==> config.mk <==
export PLATFORM = sky130hd
export DESIGN_NAME = fpu_float_divide_flat
export DESIGN_NICKNAME = d
export VERILOG_FILES = /design/src/rtl/fpu_float_divide_pkg.sv /design/src/rtl/fpu_float_divide_if.sv /design/src/rtl/fpu_float_divide_step.sv /design/src/rtl/fpu_float_divide.sv /design/src/flat_wrapper.sv
export SDC_FILE = /design/constraint.sdc
export NUM_CORES = 1
export LEC_CHECK = 0
export BUFFER_PORTS_ARGS = -buffer_cell sky130_fd_sc_hd__buf_2
export CORE_ASPECT_RATIO = 1.75
export CORE_MARGIN = 5
export CORE_UTILIZATION = 60
export DETAILED_ROUTE_END_ITERATION = 16
export PLACE_DENSITY = 0.83
export REMOVE_ABC_BUFFERS = 1
export SLEW_MARGIN = 25
export SYNTH_ARGS = -nofsm -noshare
export SYNTH_HDL_FRONTEND = slang
export SYNTH_HIERARCHICAL = 1
export SYNTH_SLANG_ARGS = --single-unit
==> constraint.sdc <==
create_clock -name clk -period 4 [get_ports clk]
set_input_delay 0.8 -clock clk [delete_from_list [all_inputs] [get_ports clk]]
set_output_delay 0.8 -clock clk [all_outputs]
set_load 0.1 [all_outputs]
==> src/rtl/fpu_float_divide_pkg.sv <==
// fpu: shared FPU types, divider constants and operand decode helpers.
package fpu;
   typedef enum logic [1:0] {RNE, RTZ, DN, UP} fpu_round_mode_t;
   typedef enum logic [1:0] {IDLE, DIVIDE, DONE} fpu_div_state_t;
   typedef struct packed {
      logic        sign;
      logic [7:0]  exp;
      logic [22:0] mant;
   } fpu_float_t;
   typedef struct packed {
      logic guard;
      logic round;
      logic sticky;
   } fpu_guard_bits_t;
   typedef struct packed {
      logic nan;
      logic inf;
      logic zero;
   } fpu_class_t;
   typedef struct packed {
      logic            valid;
      logic            sign;
      logic            nan;
      logic            inf;
      logic            zero;
      logic [7:0]      exponent;
      logic [23:0]     mantissa;
      fpu_guard_bits_t guard;
      fpu_round_mode_t mode;
   } fpu_result_t;
   localparam int FPU_DIV_ITERATIONS = 26;
   localparam int FPU_DIV_EXP_BIAS = 127;
   // denormals (exp 0) classify as zero, i.e. flushed
   function automatic fpu_class_t fpu_decode_float(input fpu_float_t f);
      return '{nan: &f.exp && |f.mant, inf: &f.exp && ~|f.mant, zero: ~|f.exp};
   endfunction
   function automatic logic [23:0] fpu_float_get_mantissa(input fpu_float_t f);
      return {1'b1, f.mant};
   endfunction
endpackage

==> src/rtl/fpu_float_divide_if.sv <==
// fpu_float_divide_if: operand/result valid-ready handshake bundle for the divider.
interface fpu_float_divide_if;
   import fpu::*;
   logic            in_valid;
   logic            in_ready;
   fpu_float_t      in_a;
   fpu_float_t      in_b;
   fpu_round_mode_t in_mode;
   logic            out_valid;
   logic            out_ready;
   fpu_result_t     out_result;
   modport master (output in_valid, in_a, in_b, in_mode, out_ready, input in_ready, out_valid, out_result);
   modport slave (input in_valid, in_a, in_b, in_mode, out_ready, output in_ready, out_valid, out_result);
endinterface

==> src/rtl/fpu_float_divide_step.sv <==
// fpu_divide_step: one combinational restoring-division step (compare, subtract, shift).
module fpu_divide_step (
   input  logic [25:0] r,
   input  logic [23:0] mb,
   output logic [25:0] r_next,
   output logic        q
);
   assign q = r >= {2'b00, mb};
   assign r_next = (q ? r - {2'b00, mb} : r) << 1;
endmodule

==> src/rtl/fpu_float_divide.sv <==
// fpu_float_divide: iterative binary32 divider producing an unrounded fpu_result_t.
// FPU_DIVIDE_RADIX4_EN: retire two quotient bits per cycle instead of one.
module fpu_float_divide
   import fpu::*;
(
   input logic clk,
   input logic rst_n,
   fpu_float_divide_if.slave bus
);
`ifdef FPU_DIVIDE_RADIX4_EN
   localparam int STEPS = 2;
`else
   localparam int STEPS = 1;
`endif
   localparam logic [4:0] LAST = 5'(FPU_DIV_ITERATIONS / STEPS - 1);
   fpu_div_state_t state, state_nx;
   fpu_class_t ca, cb, cls_in, cls_q;
   fpu_round_mode_t mode_q;
   fpu_result_t res;
   logic sign_q, nan_in, pre, special_q, ovf, unf, inf, zero;
   logic signed [9:0] e_nx, e_q;
   logic [23:0] ma, mb, mb_q;
   logic [25:0] r_q, q_q, q_nx;
   logic [4:0] cnt_q;
   logic [25:0] r_s [STEPS+1];
   logic [STEPS-1:0] q_s;
   assign ca = fpu_decode_float(bus.in_a);
   assign cb = fpu_decode_float(bus.in_b);
   assign ma = fpu_float_get_mantissa(bus.in_a);
   assign mb = fpu_float_get_mantissa(bus.in_b);
   assign nan_in = ca.nan | cb.nan | (ca.zero & cb.zero) | (ca.inf & cb.inf);
   assign cls_in = '{nan: nan_in, inf: !nan_in && (ca.inf || cb.zero),
                     zero: !nan_in && !(ca.inf || cb.zero) && (ca.zero || cb.inf)};
   // pre-normalise so the first quotient bit is always 1
   assign pre = ma < mb;
   assign e_nx = 10'(bus.in_a.exp) - 10'(bus.in_b.exp) + 10'(FPU_DIV_EXP_BIAS) - 10'(pre);
   assign r_s[0] = r_q;
   for (genvar i = 0; i < STEPS; i++) begin : g_step
      fpu_divide_step u_step (.r(r_s[i]), .mb(mb_q), .r_next(r_s[i+1]), .q(q_s[STEPS-1-i]));
   end
   assign q_nx = {q_q[25-STEPS:0], q_s};
   always_ff @(posedge clk or negedge rst_n)
      if (!rst_n) state <= IDLE;
      else state <= state_nx;
   always_comb
      state_nx = state == IDLE ? (bus.in_valid ? (|cls_in ? DONE : DIVIDE) : IDLE)
               : state == DIVIDE ? (cnt_q == LAST ? DONE : DIVIDE)
               : bus.out_ready ? IDLE : DONE;
   always_ff @(posedge clk or negedge rst_n)
      if (!rst_n) begin
         sign_q <= 1'b0;
         cls_q <= '0;
         mode_q <= RNE;
         e_q <= '0;
         mb_q <= '0;
         r_q <= '0;
         q_q <= '0;
         cnt_q <= '0;
      end else if (state == IDLE && bus.in_valid) begin
         sign_q <= bus.in_a.sign ^ bus.in_b.sign;
         cls_q <= cls_in;
         mode_q <= bus.in_mode;
         e_q <= e_nx;
         mb_q <= mb;
         r_q <= pre ? {1'b0, ma, 1'b0} : {2'b00, ma};
         q_q <= '0;
         cnt_q <= '0;
      end else if (state == DIVIDE) begin
         r_q <= r_s[STEPS];
         q_q <= q_nx;
         cnt_q <= cnt_q + 5'd1;
      end
   assign special_q = |cls_q;
   assign bus.in_ready = state == IDLE;
   assign bus.out_valid = state == DONE;
   always_comb begin
      ovf = !special_q && e_q >= 10'sd255;
      unf = !special_q && e_q <= 10'sd0;
      inf = cls_q.inf | ovf;
      zero = cls_q.zero | unf;
      res.valid = 1'b1;
      res.sign = !cls_q.nan && sign_q;
      res.nan = cls_q.nan;
      res.inf = inf;
      res.zero = zero;
      res.exponent = (cls_q.nan || inf) ? 8'hFF : zero ? 8'h00 : e_q[7:0];
      res.mantissa = cls_q.nan ? 24'h800000 : (inf || zero) ? 24'h0 : q_q[25:2];
      res.guard = (cls_q.nan || inf || zero) ? 3'b000 : {q_q[1:0], |r_q};
      res.mode = mode_q;
      bus.out_result = state == DONE ? res : '0;
   end
endmodule
==> src/flat_wrapper.sv <==
// flat-port wrapper written by rule: the top's interface ports become plain ports
module fpu_float_divide_flat import fpu::*;
  (clk, rst_n, bus_in_valid, bus_in_a, bus_in_b, bus_in_mode, bus_out_ready, bus_in_ready, bus_out_valid, bus_out_result);
  fpu_float_divide_if bus_i ();
  input logic clk;
  input logic rst_n;
  input wire logic [$bits(bus_i.in_valid)-1:0] bus_in_valid;
  input wire logic [$bits(bus_i.in_a)-1:0] bus_in_a;
  input wire logic [$bits(bus_i.in_b)-1:0] bus_in_b;
  input wire logic [$bits(bus_i.in_mode)-1:0] bus_in_mode;
  input wire logic [$bits(bus_i.out_ready)-1:0] bus_out_ready;
  output wire logic [$bits(bus_i.in_ready)-1:0] bus_in_ready;
  output wire logic [$bits(bus_i.out_valid)-1:0] bus_out_valid;
  output wire logic [$bits(bus_i.out_result)-1:0] bus_out_result;
  assign bus_i.in_valid = bus_in_valid;
  assign bus_i.in_a = bus_in_a;
  assign bus_i.in_b = bus_in_b;
  assign bus_i.in_mode = bus_in_mode;
  assign bus_i.out_ready = bus_out_ready;
  assign bus_in_ready = bus_i.in_ready;
  assign bus_out_valid = bus_i.out_valid;
  assign bus_out_result = bus_i.out_result;
  fpu_float_divide u_core (.clk(clk), .rst_n(rst_n), .bus(bus_i));
endmodule
======== Word level (Yosys, flattened, before mapping) ========
Index checks and enable logic that the tools add are counted.
W data, S select, Z words.
word-level totals
  flip-flop bits (word level) ............. 99
  bits of input ports ..................... 70
  output and inout bits ................... 44
operators by class
  add/subtract/negate cells ............... 5
  magnitude comparators ................... 4
  equal/unequal tests ..................... 3
  mux-type cells .......................... 20
  bitwise logic cells ..................... 8
  reductions and logical operators ........ 35
operators with widths
  kind                     number
  $mux W26                 4
  $mux W25                 2
  $mux W24                 2
  $reduce_or A23 Y1        2
  $mux W42                 1
  $ge A26 B24 Y1           1
  $reduce_or A26 Y1        1
  $sub A25 B24 Y25         1
  $lt A24 B24 Y1           1
  $mux W8                  2
  $reduce_and A8 Y1        2
  $reduce_or A8 Y1         2
  $mux W2                  6
  $logic_and A1 B1 Y1      11
  $add A10 B7 Y10 const B  1
  $ge A10 B9 Y1 const B    1
  $le A10 B1 Y1 const B    1
  $mux W5                  2
  $sub A10 B1 Y10          1
  $sub A8 B8 Y9            1
  $logic_not A1 Y1         8
  $reduce_or A3 Y1         2
  $add A5 B1 Y5 const B    1
  $eq A5 B5 Y1 const B     1
  9 further kinds          18

======== Logic depth before layout (Yosys ltp) ========
  depth in word-level cells ............... 12
  gate-level depth with buffers ........... 18
  depth with buffers taken out ............ 18

======== Cells and area by module ========
Netlist, hierarchy kept.
modules (own cells, without submodules)
  module            instances  cells each  area an instance (µm²)  seq. area each (µm²)
  fpu_float_divide  1          723         6182.2                  2477.4
  fpu_divide_step   1          272         2004.4                  0.0

======== Worst setup path after synthesis ========
No wires, ideal clock.
  path type ............................... input -> register
  start ................................... input port bus_in_b[7]
  end ..................................... register u_core.e_q[7]
  library setup time ...................... 95 ps
  arrival ................................. 3515 ps
  required time ........................... 3905 ps
  setup slack ............................. 390 ps
  stages on the path ...................... 18
  path buffers ............................ 0
  path through ............................ inv_1 -> ha_1 -> nand2_1 -> nor2_1 -> o211ai_1 -> a2111oi_4 -> nor2_1 -> inv_1 -> ha_1 -> ha_1 -> inv_1 -> fa_1 -> nor2b_1 -> o21ai_0 -> nand2b_1 -> a21o_1 -> a211oi_1 -> o31ai_1
between the ends
  cells in the longest elaborated chain, start to end .. 2
RTL lines
  what                  line                    text
  from (decl)           flat_wrapper.sv:9       input wire logic [$bits(bus_i.in_b)-1:0] bus_in_b;
  $lt A24 B24 Y1        fpu_float_divide.sv:35  assign pre = ma < mb;
  $sub A10 B1 Y10       fpu_float_divide.sv:36  assign e_nx = 10'(bus.in_a.exp) - 10'(bus.in_b.exp) + 10'(FPU_DIV_EXP_BIAS) - 10'(pre);
  to (signal assigned)  fpu_float_divide.sv:63  e_q <= e_nx;
  to (decl)             fpu_float_divide.sv:21  logic signed [9:0] e_nx, e_q;
No other way between the ends.
A chain may end at the register's enable or synchronous reset.

======== Worst setup path in the final report ========
  start ................................... input port bus_in_a[9]
  end ..................................... register u_core.e_q[7]
between the ends
  cells in the longest elaborated chain, start to end .. 2
RTL lines
  what             line                    text
  from (decl)      flat_wrapper.sv:8       input wire logic [$bits(bus_i.in_a)-1:0] bus_in_a;
  $lt A24 B24 Y1   fpu_float_divide.sv:35
  $sub A10 B1 Y10  fpu_float_divide.sv:36
No other way between the ends.

==> results.py <==
metrics = {
    "clock_tree": {
        "post_cts_buffers": 0,
        "path_clk_slew_ns": 0.07,
        "cts_tree": "yes",
        "numCtsBuffers": 9,
        "root_buffer": "clkbuf_16",
        "ctsHoldBuffers": 0,
        "cts_num_sinks": 99,
        "cts_resized": 0,
        "worstSkewPairLatency_ns": 0.35,
        "htreeDepth": 3,
        "max-clock-path-buffers": 2,
    },
    "sta": {
        "finalCriticalPeriod_ns": 3.74,
        "rsz0062_at_grt": "false",
        "finalCritPeriodShare_pct": 93.5,
        "fmax_mhz": 267,
        "drv_slew": 0,
        "fin_skew_ns": 0.00772,
        "tightestPinTransition_ns": 0.886,
        "finalHoldViolations": 0,
        "final-setup-viol-count": 0,
        "setup_tns_ns": 0,
        "relSlewSlack_pct": 40.9,
    },
    "place": {
        "portBuffers": 113,
        "gp_congestion": 0.979,
        "post-dp-hpwl_um": 18300,
        "dp_cells": 1244,
    },
    "grt": {
        "grt_pass1_vias": 7998,
        "antenna_found_initial": 0,
        "grt_use_total_pct": 29.6,
        "grt_max_degree": 55,
        "grt_remaining_overflow": 0,
        "grt_pass1_wl_um": 38500,
    },
    "die": {
        "core_um2": 13400,
        "dieHeight_um": 165,
        "initial_core_util_pct": 61.2,
        "pin_count": 114,
        "die_w_um": 98.3,
        "rows": 56,
        "dieArea_um2": 16200,
    },
    "hold_path": {
        "min_path_type": "in2async",
    },
    "final_layout": {
        "num-nets-final": 1218,
        "layout_common_cells": "nand2_1, o21ai_0, buf_2, dfrtp_1, inv_1",
        "final_layout_size_suffix_gt1_share_pct": 20.2,
        "final_cells": 1260,
        "antennaDiodeCount": 0,
        "nFillCells": 1188,
        "layout_commonest_cell": "nand2_1",
        "areaGrowthSynthToFinish_pct": 11.2,
    },
    "setup_path": {
        "r2r_end": "u_core/r_q[25]$_DFFE_PN0P_",
        "crit_path_start": "bus_in_a[9]",
        "end_kind": "flip-flop",
        "crit_required_ns": 4.20,
        "critPathKind": "in2reg",
        "rrSetupSlack_ns": 0.73,
        "reg2reg_from": "u_core/r_q[0]$_DFFE_PN0P_",
        "reg2reg_depth": 12,
        "cp_data_arrival_time_ns": 3.94,
        "startpoint_type": "input pin",
        "crit_fanout": 4,
    },
    "logic_synthesis": {
        "synth_top_area_share_pct": 30.3,
        "synth.largest_area_cell": "dfrtp_1",
        "postSynthAreaPerCell_um2": 8.23,
        "synth_edf_count": 0,
        "async_reset_ff_share_pct": 100,
        "synth_seq_cells": 99,
        "yosys-top-cells-area": "dfrtp_1, ha_1, o21ai_0",
        "synth_cells": 995,
        "yosysUniqueCellTypes": 85,
        "yosysSeqAreaShare_pct": 30.3,
        "synth_area_um2": 8190,
        "yosys_warnings": 6,
        "yosys_most_used_dff": "dfrtp_1",
    },
    "route": {
        "vias_per_cell": 6.36,
        "drt-total-wl_um": 24100,
        "drtPass1Iterations": 7,
        "first_iter_violations": 567,
        "final_antenna_net_count": 0,
        "drc_errors": 0,
        "num_vias": 8011,
        "avgRoutedWirePerCell_um": 19.1,
    },
    "power": {
        "report.power.total_mw": 8.00,
        "ir_drop_mv": 0.703,
        "p_per_area_nw_per_um2": 879,
        "p_leak_nw": 4.37,
    },
    "run_status": {
        "status": "completed",
    },
    "run": {
        "drv_cap": 0,
    },
}
## logic make-up after synthesis
kind of cell	after synthesis	share of synthesized area [%]
AND/OR/NAND/NOR	372	23.8
AO/OA/AOI/OAI	286	23.1
buffers and inverters	128	7.20
flip-flops	99	30.3
adder cells (fa/ha/maj)	67	10.5
XOR/XNOR	27	2.89
multiplexers	15	2.15
other	1	0.0458
## stage by stage
| stage | area (um2) | hold slack, ns | setup WS, ns | utilization [%] |
|---|---|---|---|---|
| final | 9100 | 0.470 | 0.260 | 68.0 |
| after global routing | 9100 | 0.502 | 0.0105 | 68.0 |
| after CTS | 9100 | 0.479 | 0.314 | 68.0 |
| after detailed placement | 8810 | 0.459 | -0.0546 | 65.8 |
| after global placement | 8780 | 0.451 | 0.160 | 65.6 |
| after floorplan | 7890 | 0.435 | -0.0691 | - |
## layer usage
layer,global-route usage [%],up-vias,share of wire [%]
li1,-,3730,-
met1,30.3,3800,35
met2,53.4,363,51
met3,5.54,118,6.4
met4,21.1,0,7.6
met5,0,-,0
## final cells by class
cell class / count / area, um2 / area share [%]
flip-flops and latches: 99 / 2480 / 27.2
clock buffers: 9 / 225 / 2.47
clock inverters: 7 / 67.6 / 0.742
repair buffers: 126 / 686 / 7.53
well taps: 174 / 218 / 2.39
multi-input cells: 768 / 5130 / 56.4
inverters: 77 / 297 / 3.26
## flip-flops by register name, summed over array words and instances (netlist names)
name	flops
u_core/q_q	26
u_core/mode_q	2
u_core/cls_q	3
u_core/e_q	10
u_core/mb_q	24
u_core/r_q	26
u_core/sign_q	1
u_core/state	2
u_core/cnt_q	5
## critical path: stages
cell	delay (ns)
buf_2	0.12
ha_1	0.31
a21oi_1	0.15
o21ai_1	0.16
a2111oi_4	0.41
a2111oi_4	0.14
nor2_1	0.16
inv_1	0.07
ha_1	0.18
ha_1	0.19
inv_1	0.07
fa_1	0.20
nor2b_1	0.05
o21ai_0	0.17
nand2b_1	0.14
a21o_1	0.20
a211oi_1	0.29
o31ai_1	0.13
## cell usage after synthesis (all sizes together) (23+ instances only)
| cell | number |
|---|---|
| a21o | 28 |
| dfrtp | 99 |
| ha | 64 |
| nand2 | 129 |
| a21oi | 44 |
| buf | 24 |
| and2 | 38 |
| inv | 77 |
| clkbuf | 27 |
| or3 | 23 |
| o21ai | 124 |
| nand3 | 50 |
| a31oi | 27 |
| nor2 | 43 |
## where the power goes
| part | switching (mW) | internal (mW) |
|---|---|---|
| logic | 3.12 | 2.12 |
| registers | 0.420 | 1.48 |
| clock network | 0.428 | 0.438 |
## how the worst max path moves through the flow
stage | endpoint | slack [ns]
2_1_floorplan | u_core/r_q[24]$_DFFE_PN0P_ | -0.07
3_3_place_gp | u_core/e_q[7]$_DFFE_PN0P_ | 0.16
3_5_place_dp | u_core/e_q[7]$_DFFE_PN0P_ | -0.05
4_1_cts | u_core/e_q[7]$_DFFE_PN0P_ | 0.31
5_1_grt | u_core/e_q[7]$_DFFE_PN0P_ | 0.01
6_report | u_core/e_q[7]$_DFFE_PN0P_ | 0.26
Power figures use the tool's default switching activity.
